## src/rtl/l1a_smp_tagger_if.sv

```systemverilog
// Sample/L1A tagging bus: ADC sample and L1A strobes in, delayed sample plus tag word out.
interface l1a_smp_tagger_if;
    logic [6:0]  SAMP_MAX;
    logic        L1A;
    logic        L1A_MATCH;
    logic [11:0] WDATA_IN;
    logic        WREN_IN;
    logic [11:0] WDATA;
    logic        WREN;
    logic [43:0] L1A_SMP_DATA;
    logic        L1A_WRT_EN;
    logic        COLL_ERR;
    logic        OVF_ERR;

    modport master (
        output SAMP_MAX, L1A, L1A_MATCH, WDATA_IN, WREN_IN,
        input  WDATA, WREN, L1A_SMP_DATA, L1A_WRT_EN, COLL_ERR, OVF_ERR
    );

    modport slave (
        input  SAMP_MAX, L1A, L1A_MATCH, WDATA_IN, WREN_IN,
        output WDATA, WREN, L1A_SMP_DATA, L1A_WRT_EN, COLL_ERR, OVF_ERR
    );
endinterface

```

## src/rtl/l1a_smp_tagger.sv

```systemverilog
// Tags each ADC sample with L1A counters, phase and open-window overlap info; 1-clock latency.
module l1a_smp_tagger #(
    parameter int unsigned WIN_DEPTH = 16,
    parameter int unsigned HALF_PER  = 3
) (
    input logic             CLK,
    input logic             RST_RESYNC_N,
    l1a_smp_tagger_if.slave tag_if
);
    localparam int unsigned PtrW = (WIN_DEPTH > 1) ? $clog2(WIN_DEPTH) : 1;
    localparam int unsigned CntW = $clog2(WIN_DEPTH + 1);
    localparam logic [PtrW-1:0] PtrLast = PtrW'(WIN_DEPTH - 1);
    localparam logic [CntW-1:0] CntFull = CntW'(WIN_DEPTH);

    logic [7:0]      pcnt_q, pcnt_d;
    logic [23:0]     l1acnt_q, l1acnt_d;
    logic [11:0]     l1amcnt_q, l1amcnt_d;
    logic [15:0]     sidx_q, sidx_d;
    logic            pend_q, pend_d;
    logic            pend_phase_q, pend_phase_d;
    logic            seen_q, seen_d;
    logic            coll_q, coll_d;
    logic            ovf_q, ovf_d;
    logic [15:0]     win_q [WIN_DEPTH];
    logic [15:0]     win_d [WIN_DEPTH];
    logic [PtrW-1:0] head_q, head_d, tail_q, tail_d;
    logic [CntW-1:0] cnt_q, cnt_d;
    logic [11:0]     wdata_q, wdata_d;
    logic            wren_q, wren_d;
    logic [43:0]     smp_data_q, smp_data_d;

    logic            phase_now, pend_eff, phase_eff, push, rejected, pop;
    logic [15:0]     win_len, push_end, head_end;
    logic [CntW-1:0] n_occ;
    logic [3:0]      ovl_cnt;

    always_comb begin
        pcnt_d       = pcnt_q;
        l1acnt_d     = l1acnt_q;
        l1amcnt_d    = l1amcnt_q;
        sidx_d       = sidx_q;
        pend_d       = pend_q;
        pend_phase_d = pend_phase_q;
        seen_d       = seen_q;
        coll_d       = coll_q;
        ovf_d        = ovf_q;
        win_d        = win_q;
        head_d       = head_q;
        tail_d       = tail_q;
        cnt_d        = cnt_q;
        smp_data_d   = smp_data_q;
        wdata_d      = tag_if.WDATA_IN;
        wren_d       = tag_if.WREN_IN;
        push         = 1'b0;
        rejected     = 1'b0;
        pop          = 1'b0;
        n_occ        = cnt_q;
        ovl_cnt      = 4'd0;
        head_end     = win_q[head_q];

        win_len   = (tag_if.SAMP_MAX == 7'd0) ? 16'd1 : {9'd0, tag_if.SAMP_MAX};
        push_end  = sidx_q + win_len - 16'd1;
        phase_now = 32'(pcnt_q) >= HALF_PER;

        // Only the first matched L1A of a slot opens a window and fixes the phase.
        pend_eff  = pend_q | (tag_if.L1A & tag_if.L1A_MATCH);
        phase_eff = pend_q ? pend_phase_q : phase_now;

        if (tag_if.L1A) begin
            l1acnt_d = l1acnt_q + 24'd1;
            if (tag_if.L1A_MATCH) l1amcnt_d = l1amcnt_q + 12'd1;
            if (seen_q || pend_q) coll_d = 1'b1;
        end

        if (!tag_if.WREN_IN) begin
            pcnt_d       = (pcnt_q == 8'hFF) ? pcnt_q : pcnt_q + 8'd1;
            seen_d       = seen_q | tag_if.L1A;
            pend_d       = pend_eff;
            pend_phase_d = phase_eff;
        end else begin
            pcnt_d   = 8'd0;
            seen_d   = 1'b0;
            pend_d   = 1'b0;
            push     = pend_eff && (cnt_q != CntFull);
            rejected = pend_eff && (cnt_q == CntFull);
            if (rejected) ovf_d = 1'b1;

            n_occ    = cnt_q + CntW'(push);
            head_end = (cnt_q == '0) ? push_end : win_q[head_q];
            pop      = (n_occ != '0) && (head_end == sidx_q);

            if (push) begin
                win_d[tail_q] = push_end;
                tail_d        = (tail_q == PtrLast) ? '0 : tail_q + PtrW'(1);
            end
            if (pop) head_d = (head_q == PtrLast) ? '0 : head_q + PtrW'(1);
            cnt_d = n_occ - CntW'(pop);

            if (n_occ == '0)              ovl_cnt = 4'd0;
            else if (32'(n_occ) > 32'd16) ovl_cnt = 4'd15;
            else                          ovl_cnt = 4'(n_occ - CntW'(1));

            smp_data_d = {32'(n_occ) >= 32'd3, 32'(n_occ) >= 32'd2, push & phase_eff, push,
                          ovl_cnt, l1amcnt_d, l1acnt_d};
            sidx_d     = sidx_q + 16'd1;
        end
    end

    always_ff @(posedge CLK) begin
        if (!RST_RESYNC_N) begin
            pcnt_q       <= '0;
            l1acnt_q     <= '0;
            l1amcnt_q    <= '0;
            sidx_q       <= '0;
            pend_q       <= 1'b0;
            pend_phase_q <= 1'b0;
            seen_q       <= 1'b0;
            coll_q       <= 1'b0;
            ovf_q        <= 1'b0;
            win_q        <= '{default: '0};
            head_q       <= '0;
            tail_q       <= '0;
            cnt_q        <= '0;
            wdata_q      <= '0;
            wren_q       <= 1'b0;
            smp_data_q   <= '0;
        end else begin
            pcnt_q       <= pcnt_d;
            l1acnt_q     <= l1acnt_d;
            l1amcnt_q    <= l1amcnt_d;
            sidx_q       <= sidx_d;
            pend_q       <= pend_d;
            pend_phase_q <= pend_phase_d;
            seen_q       <= seen_d;
            coll_q       <= coll_d;
            ovf_q        <= ovf_d;
            win_q        <= win_d;
            head_q       <= head_d;
            tail_q       <= tail_d;
            cnt_q        <= cnt_d;
            wdata_q      <= wdata_d;
            wren_q       <= wren_d;
            smp_data_q   <= smp_data_d;
        end
    end

    assign tag_if.WDATA        = wdata_q;
    assign tag_if.WREN         = wren_q;
    assign tag_if.L1A_WRT_EN   = wren_q;
    assign tag_if.L1A_SMP_DATA = smp_data_q;
    assign tag_if.COLL_ERR     = coll_q;
    assign tag_if.OVF_ERR      = ovf_q;
endmodule

```

## src/flat_wrapper.sv

```systemverilog
// flat-port wrapper written by rule: the top's interface ports become plain ports
module l1a_smp_tagger_flat 
#(
    parameter int unsigned WIN_DEPTH = 16,
    parameter int unsigned HALF_PER  = 3
)
  (CLK, RST_RESYNC_N, tag_if_SAMP_MAX, tag_if_L1A, tag_if_L1A_MATCH, tag_if_WDATA_IN, tag_if_WREN_IN, tag_if_WDATA, tag_if_WREN, tag_if_L1A_SMP_DATA, tag_if_L1A_WRT_EN, tag_if_COLL_ERR, tag_if_OVF_ERR);
  l1a_smp_tagger_if tag_if_i ();
  input logic CLK;
  input logic RST_RESYNC_N;
  input wire logic [$bits(tag_if_i.SAMP_MAX)-1:0] tag_if_SAMP_MAX;
  input wire logic [$bits(tag_if_i.L1A)-1:0] tag_if_L1A;
  input wire logic [$bits(tag_if_i.L1A_MATCH)-1:0] tag_if_L1A_MATCH;
  input wire logic [$bits(tag_if_i.WDATA_IN)-1:0] tag_if_WDATA_IN;
  input wire logic [$bits(tag_if_i.WREN_IN)-1:0] tag_if_WREN_IN;
  output wire logic [$bits(tag_if_i.WDATA)-1:0] tag_if_WDATA;
  output wire logic [$bits(tag_if_i.WREN)-1:0] tag_if_WREN;
  output wire logic [$bits(tag_if_i.L1A_SMP_DATA)-1:0] tag_if_L1A_SMP_DATA;
  output wire logic [$bits(tag_if_i.L1A_WRT_EN)-1:0] tag_if_L1A_WRT_EN;
  output wire logic [$bits(tag_if_i.COLL_ERR)-1:0] tag_if_COLL_ERR;
  output wire logic [$bits(tag_if_i.OVF_ERR)-1:0] tag_if_OVF_ERR;
  assign tag_if_i.SAMP_MAX = tag_if_SAMP_MAX;
  assign tag_if_i.L1A = tag_if_L1A;
  assign tag_if_i.L1A_MATCH = tag_if_L1A_MATCH;
  assign tag_if_i.WDATA_IN = tag_if_WDATA_IN;
  assign tag_if_i.WREN_IN = tag_if_WREN_IN;
  assign tag_if_WDATA = tag_if_i.WDATA;
  assign tag_if_WREN = tag_if_i.WREN;
  assign tag_if_L1A_SMP_DATA = tag_if_i.L1A_SMP_DATA;
  assign tag_if_L1A_WRT_EN = tag_if_i.L1A_WRT_EN;
  assign tag_if_COLL_ERR = tag_if_i.COLL_ERR;
  assign tag_if_OVF_ERR = tag_if_i.OVF_ERR;
  l1a_smp_tagger #(.WIN_DEPTH(WIN_DEPTH), .HALF_PER(HALF_PER)) u_core (.CLK(CLK), .RST_RESYNC_N(RST_RESYNC_N), .tag_if(tag_if_i));
endmodule
```

## config.mk

```make
export PLATFORM = sky130hd
export DESIGN_NAME = l1a_smp_tagger_flat
export DESIGN_NICKNAME = d
export VERILOG_FILES = /design/src/rtl/l1a_smp_tagger_if.sv /design/src/rtl/l1a_smp_tagger.sv /design/src/flat_wrapper.sv
export SDC_FILE = /design/constraint.sdc
export NUM_CORES = 1
export LEC_CHECK = 0
export CAP_MARGIN = 20
export CELL_PAD_IN_SITES_DETAIL_PLACEMENT = 1
export CELL_PAD_IN_SITES_GLOBAL_PLACEMENT = 1
export CORE_ASPECT_RATIO = 1.2
export CORE_MARGIN = 2
export CORE_UTILIZATION = 35
export CTS_CLUSTER_DIAMETER = 60
export DETAILED_ROUTE_END_ITERATION = 12
export PLACE_DENSITY = 0.74
export SYNTH_ARGS = -nofsm -noshare
export SYNTH_HDL_FRONTEND = slang
export SYNTH_SLANG_ARGS = --single-unit
```

## constraint.sdc

```tcl
create_clock -name CLK -period 8 [get_ports CLK]
set_clock_uncertainty 0.15 [all_clocks]
set_input_delay 1.6 -clock CLK [delete_from_list [all_inputs] [get_ports CLK]]
set_output_delay 1.6 -clock CLK [all_outputs]
set_load 0.02 [all_outputs]
```

* Yosys cells after proc, flatten, opt, wreduce, memory -nomap -nowiden *
Index checks and enable logic that the tools add are counted.

word-level totals
  flip-flop bits (word level) = 391
  output and inout port bits = 60
  word-level logic and storage cells = 92
  bits of input ports = 24

cells by class
  equal/unequal tests = 6
  magnitude comparators = 7
  bitwise gates (word level) = 7
  add/subtract/negate cells = 11
  reduce and logical (&&, ||, !) cells = 14
  mux-type cells = 16

operator list
  cell                     number
  $bwmux W256              1
  $bmux W16 S4             1
  $demux W16 S4            1
  $mux W16                 4
  $add A24 B1 Y24 const B  1
  $mux W12                 2
  $mux W24                 1
  $add A16 B1 Y16 const B  1
  $add A16 B16 Y16         1
  $eq A16 B16 Y1           1
  $mux W4                  4
  $sub A16 B1 Y16 const B  1
  $add A12 B1 Y12 const B  1
  $ge A5 B2 Y1 const B     2
  $ge A5 B5 Y1 const B     2
  $logic_not A5 Y1         2
  $not A4 Y5               2
  $add A4 B1 Y4 const B    2
  $add A8 B1 Y8 const B    1
  $eq A4 B4 Y1 const B     2
  $eq A8 B8 Y1 const B     1
  $ge A8 B2 Y1 const B     1
  $reduce_and A2 Y1        4
  $logic_not A7 Y1         1
  other kinds (16)         21

* Longest topological paths before layout *
  depth in word-level cells = 8
  mapped depth = 23
  depth with buffers taken out = 22

* Worst setup path before layout *
OpenSTA, ideal clock, no wires.

  path type = input to register
  start point = input tag_if_SAMP_MAX[1]
  end point = register u_core.cnt_q[4]
  arrival time = 5.572 ns
  required time = 7.722 ns
  stages on the path = 22
  slack = 2.150 ns
  library setup time = 0.128 ns
  path buffers = 0
  path through = nor4_1 -> a31oi_1 -> ha_1 -> inv_1 -> ha_1 -> inv_1 -> fa_1 -> xnor2_1 -> xnor2_1 -> a2111oi_0 -> o21ai_0 -> nor2b_1 -> nor4_1 -> a21bo_2 -> nor4bb_1 -> ha_1 -> ha_1 -> nor2_1 -> a211oi_1 -> o21ai_0 -> xor2_1 -> nor2_1

on the way
  longest elaborated chain between the ends = 8

ends and longest elaborated chain
  item                    RTL line               RTL
  start: declaration      flat_wrapper.sv:11     input wire logic [$bits(tag_if_i.SAMP_MAX)-1:0] tag_if_SAMP_MAX;
  $logic_not A7 Y1        l1a_smp_tagger.sv:61   win_len = (tag_if.SAMP_MAX == 7'd0) ? 16'd1 : {9'd0, tag_if.SAMP_MAX};
  $mux W7 *               l1a_smp_tagger.sv:61
  $add A16 B16 Y16 *      l1a_smp_tagger.sv:62   push_end = sidx_q + win_len - 16'd1;
  $sub A16 B1 Y16 *       l1a_smp_tagger.sv:62
  $mux W16 *              l1a_smp_tagger.sv:89   head_end = (cnt_q == '0) ? push_end : win_q[head_q];
  $eq A16 B16 Y1 *        l1a_smp_tagger.sv:90   pop = (n_occ != '0) && (head_end == sidx_q);
  $logic_and A1 B1 Y1 *   l1a_smp_tagger.sv:90
  $sub A5 B1 Y5 *         l1a_smp_tagger.sv:97   cnt_d = n_occ - CntW'(pop);
  end signal: assignment  l1a_smp_tagger.sv:140  cnt_q <= cnt_d;
  end: declaration        l1a_smp_tagger.sv:27   logic [CntW-1:0] cnt_q, cnt_d;

Mark *: on every way between the ends. The rest lies on a longest branch, timed or not.
A chain may end at the register's enable or synchronous reset.

* Final worst setup path *
Ends and elaborated chain as after synthesis.

==> run_results.csv <==
group,metric,value,unit
floorplanning,num_rows,91,
cts,cts_sinks,391,
cts,clkTransAtPathRegs,60,ps
power_and_ir_drop,vdd_drop_max,0.141,mV
cts,htreeDepth,2,
setup_path,worstSetupStartpointType,"input port",
synth,synthMuxAreaShare,9.40,%
cts,clock_latency,570,ps
place,port_buffers,83,
cells_and_area,final_layout_size_suffix_gt1_share,8.12,%
sta,maxSlewViolCount,0,
cells_and_area,area_growth,14.5,%
detailed_routing,drtAntennaViolNets,0,
cts,cts_tree,"done",
grt,grt_use_met3,3.03,%
cts,cts-root-buf,"clkbuf_16",
sta,fin_setup_tns,0,ps
synth,synth_area_leaders,"dfxtp_1 (43%), nand2_1 (8.6%), a21oi_1 (6.3%), mux4_2 (5.8%), nor2_1 (5.0%)",
cts,cts_setup_buffers,0,
setup_path,cp_max_fo,17,
detailed_routing,wl_per_cell,21.5,um
detailed_routing,via_per_inst,5.65,
synth,yosysWarnings,0,
place,dp_hpwl,38.8,mm
cts,cts_buffers,41,
synth,synthArstFlopShare,0,%
floorplanning,start_util,35.2,%
synth,synth_area_per_cell,8.65,um^2
cells_and_area,fin_cells,2757,
cells_and_area,fillCellCount,5945,
place,gp_congestion,0.875,
sta,rsz0062_at_grt,"no",
setup_path,arrival,7010,ps
synth,yosysTopAreaCell,"dfxtp_1",
grt,grt_overflow,0,
synth,synth_top_family_by_area,"simple AND/OR/NAND/NOR gates",
place,dpl_cell_area,19300,um^2
detailed_routing,drc,0,
power_and_ir_drop,power.total,4280,uW
cells_and_area,regArea,7830,um^2
synth,syn_inst,2083,
grt,busiest_layer,"met2",
detailed_routing,routed-via-count,15586,
grt,grt_pass1_wl,91.6,mm
grt,antenna_found_initial,0,
detailed_routing,drt_iter0_drc,1045,
synth,syn_area,18000,um^2
detailed_routing,drtPass1Iterations,5,
sta,finalHoldViolations,0,
setup_path,rrSetupSlack,2450,ps
floorplanning,design.die.area,53300,um^2
setup_path,crit_path_end_kind,"flip-flop",
floorplanning,core_area,51100,um^2
power_and_ir_drop,power.density,208,nW/um^2
grt,grt_use_total,21.9,%
setup_path,critPathRequiredTime,8270,ps
power_and_ir_drop,p_leak,0.00716,uW
synth,synth_ff_type,"dfxtp_1",
floorplanning,ios,84,
sta,setup_viol_count_final,0,
run_status,status,"finished clean",
hold_path,hold_class,"flip-flop to flip-flop",
detailed_routing,routed_wl,59.3,mm
cells_and_area,fin_nets,2148,
floorplanning,fp.dieW,211,um
cells_and_area,diodes,0,
grt,use_met2,39.1,%
cells_and_area,multi_input_area,9380,um^2
cells_and_area,design_area,20600,um^2
place,placed_cells,2686,
flow_run,drv_cap,0,
synth,seq_area_frac_synth,43.5,%
grt,grt_max_degree,185,
synth,synth_top_area_share,43.5,%
sta,post-route-period-util,84.4,%
cts,cts_buffer_depth,3,
cts,cts_resized,0,
sta,fmax,148,MHz
synth,synth_fa_ha_area_share,3.24,%
synth,synth-simple-area-share,20.0,%
grt,grt_pass1_vias,16175,
synth,synth_edf_count,0,
synth,synth-seq-cells,391,
synth,syn_nets,2153,
synth,synth-compound-area-share,14.9,%
synth,synth_xor_area_share,4.06,%
sta,slew_headroom,18.1,%
sta,worstMarginPinSlew,1220,ps
grt,use_met1,25.8,%
cts,postCtsHoldBufs,0,
sta,min_period,6750,ps
setup_path,critPathKind,"input port to flip-flop",
synth,yosys.cell_types.count,81,
floorplanning,fp.dieH,253,um
==> cell families (layout without fill, tap and decap cells) <==
family                   count (synthesis)  count (layout)
adder cells (fa/ha/maj)                 46              46
XOR/XNOR                                81              81
AO/OA/AOI/OAI                          434             434
buffers and inverters                  207             230
flip-flops                             391             391
AND/OR/NAND/NOR                        832             832
multiplexers                            92              92
==> Yosys cell counts, types with 7 or more instances <==
cell / n
a211oi_1: 73
a21oi_1: 225
a22o_1: 18
a22oi_1: 11
a31oi_1: 10
and2_1: 21
and3_1: 21
buf_2: 11
buf_4: 10
clkbuf_1: 123
dfxtp_1: 391
ha_1: 45
inv_1: 48
mux2i_1: 32
mux4_1: 12
mux4_2: 46
nand2_1: 411
nand3_1: 35
nand4_1: 27
nor2_1: 241
nor2b_1: 13
nor3_1: 19
nor4_1: 8
o21a_1: 7
o21ai_0: 44
xnor2_1: 41
xor2_1: 38
==> routing by layer <==
layer	routed length, um	vias to the layer above
met3	2890	162
met2	29700	427
met1	24000	7814
li1	-	7183
met5	0	-
met4	2710	0
==> layout by cell type (no fill, tap or decap), types with 44 or more instances in the layout <==
cell type        synthesis  routed
nand2_1                411     411
dfxtp_1                391     388
nor2_1                 241     236
a21oi_1                225     224
clkdlybuf4s50_1          0      82
a211oi_1                73      73
inv_1                   48      48
mux4_2                  46      46
ha_1                    45      45
o21ai_0                 44      44
==> critical path: stages <==
cell and delay, ps:
clkdlybuf4s50_1 430, nor4_1 280, a31oi_1 150, ha_1 200, inv_1 60, ha_1 170
inv_1 60, fa_1 390, nor2b_1 230, o31ai_1 160, nand4_1 120, o311a_1 640
a2bb2oi_1 250, xnor2_1 190, nor4b_1 290, nor4bb_1 540, ha_1 280, ha_1 240
nor2_1 60, a211oi_1 250, o21ai_0 170, xor2_1 190, nor2_1 50
==> sequential cells by signal (all words and copies together) (netlist names), 4 cells and up <==
| signal | flops |
|---|---|
| u_core.tag_if.L1A_SMP_DATA | 44 |
| u_core.head_q | 4 |
| u_core.pcnt_q | 8 |
| u_core.tail_q | 4 |
| u_core.tag_if.WDATA | 12 |
| u_core.cnt_q | 5 |
| u_core.l1acnt_q | 24 |
| u_core.win_q | 256 |
| u_core.l1amcnt_q | 12 |
| u_core.sidx_q | 16 |
==> report_power, final <==
group	internal, uW	leakage [uW]	total (uW)	switching, uW
clock	1080	0.000648	1900	824
combinational	134	0.00335	394	260
sequential	1970	0.00316	1990	18.0
==> worst paths after layout <==
check / from / to / cells after the start
setup / recovery: tag_if_SAMP_MAX[1] / u_core.cnt_q[4] / 23
hold / removal: u_core.tag_if.L1A_SMP_DATA[36] / u_core.tag_if.L1A_SMP_DATA[36] / 2
setup reg to reg: u_core.head_q[2] / u_core.cnt_q[4] / 16
hold reg to reg: u_core.tag_if.L1A_SMP_DATA[36] / u_core.tag_if.L1A_SMP_DATA[36] / 2
==> stage by stage <==
| stage | util, % | hold WS, ps | setup slack, ps |
|---|---|---|---|
| finish | 40.4 | 290 | 1250 |
| detailed placement | 37.8 | 289 | 679 |
| CTS | 40.4 | 296 | 1240 |
| floorplan | - | 267 | 2150 |
| global placement | 37.6 | 282 | 961 |
| global route | 40.4 | 319 | 923 |
==> cell type report <==
class | instances | share of cell area [%]
flip-flops and latches | 391 | 38.0
repair buffers | 107 | 5.24
multi-input cells | 1485 | 45.5
clock inverters | 7 | 0.376
clock buffers | 64 | 6.03
inverters | 52 | 0.983
well taps | 651 | 3.95
(Power assumes the default switching activity.)
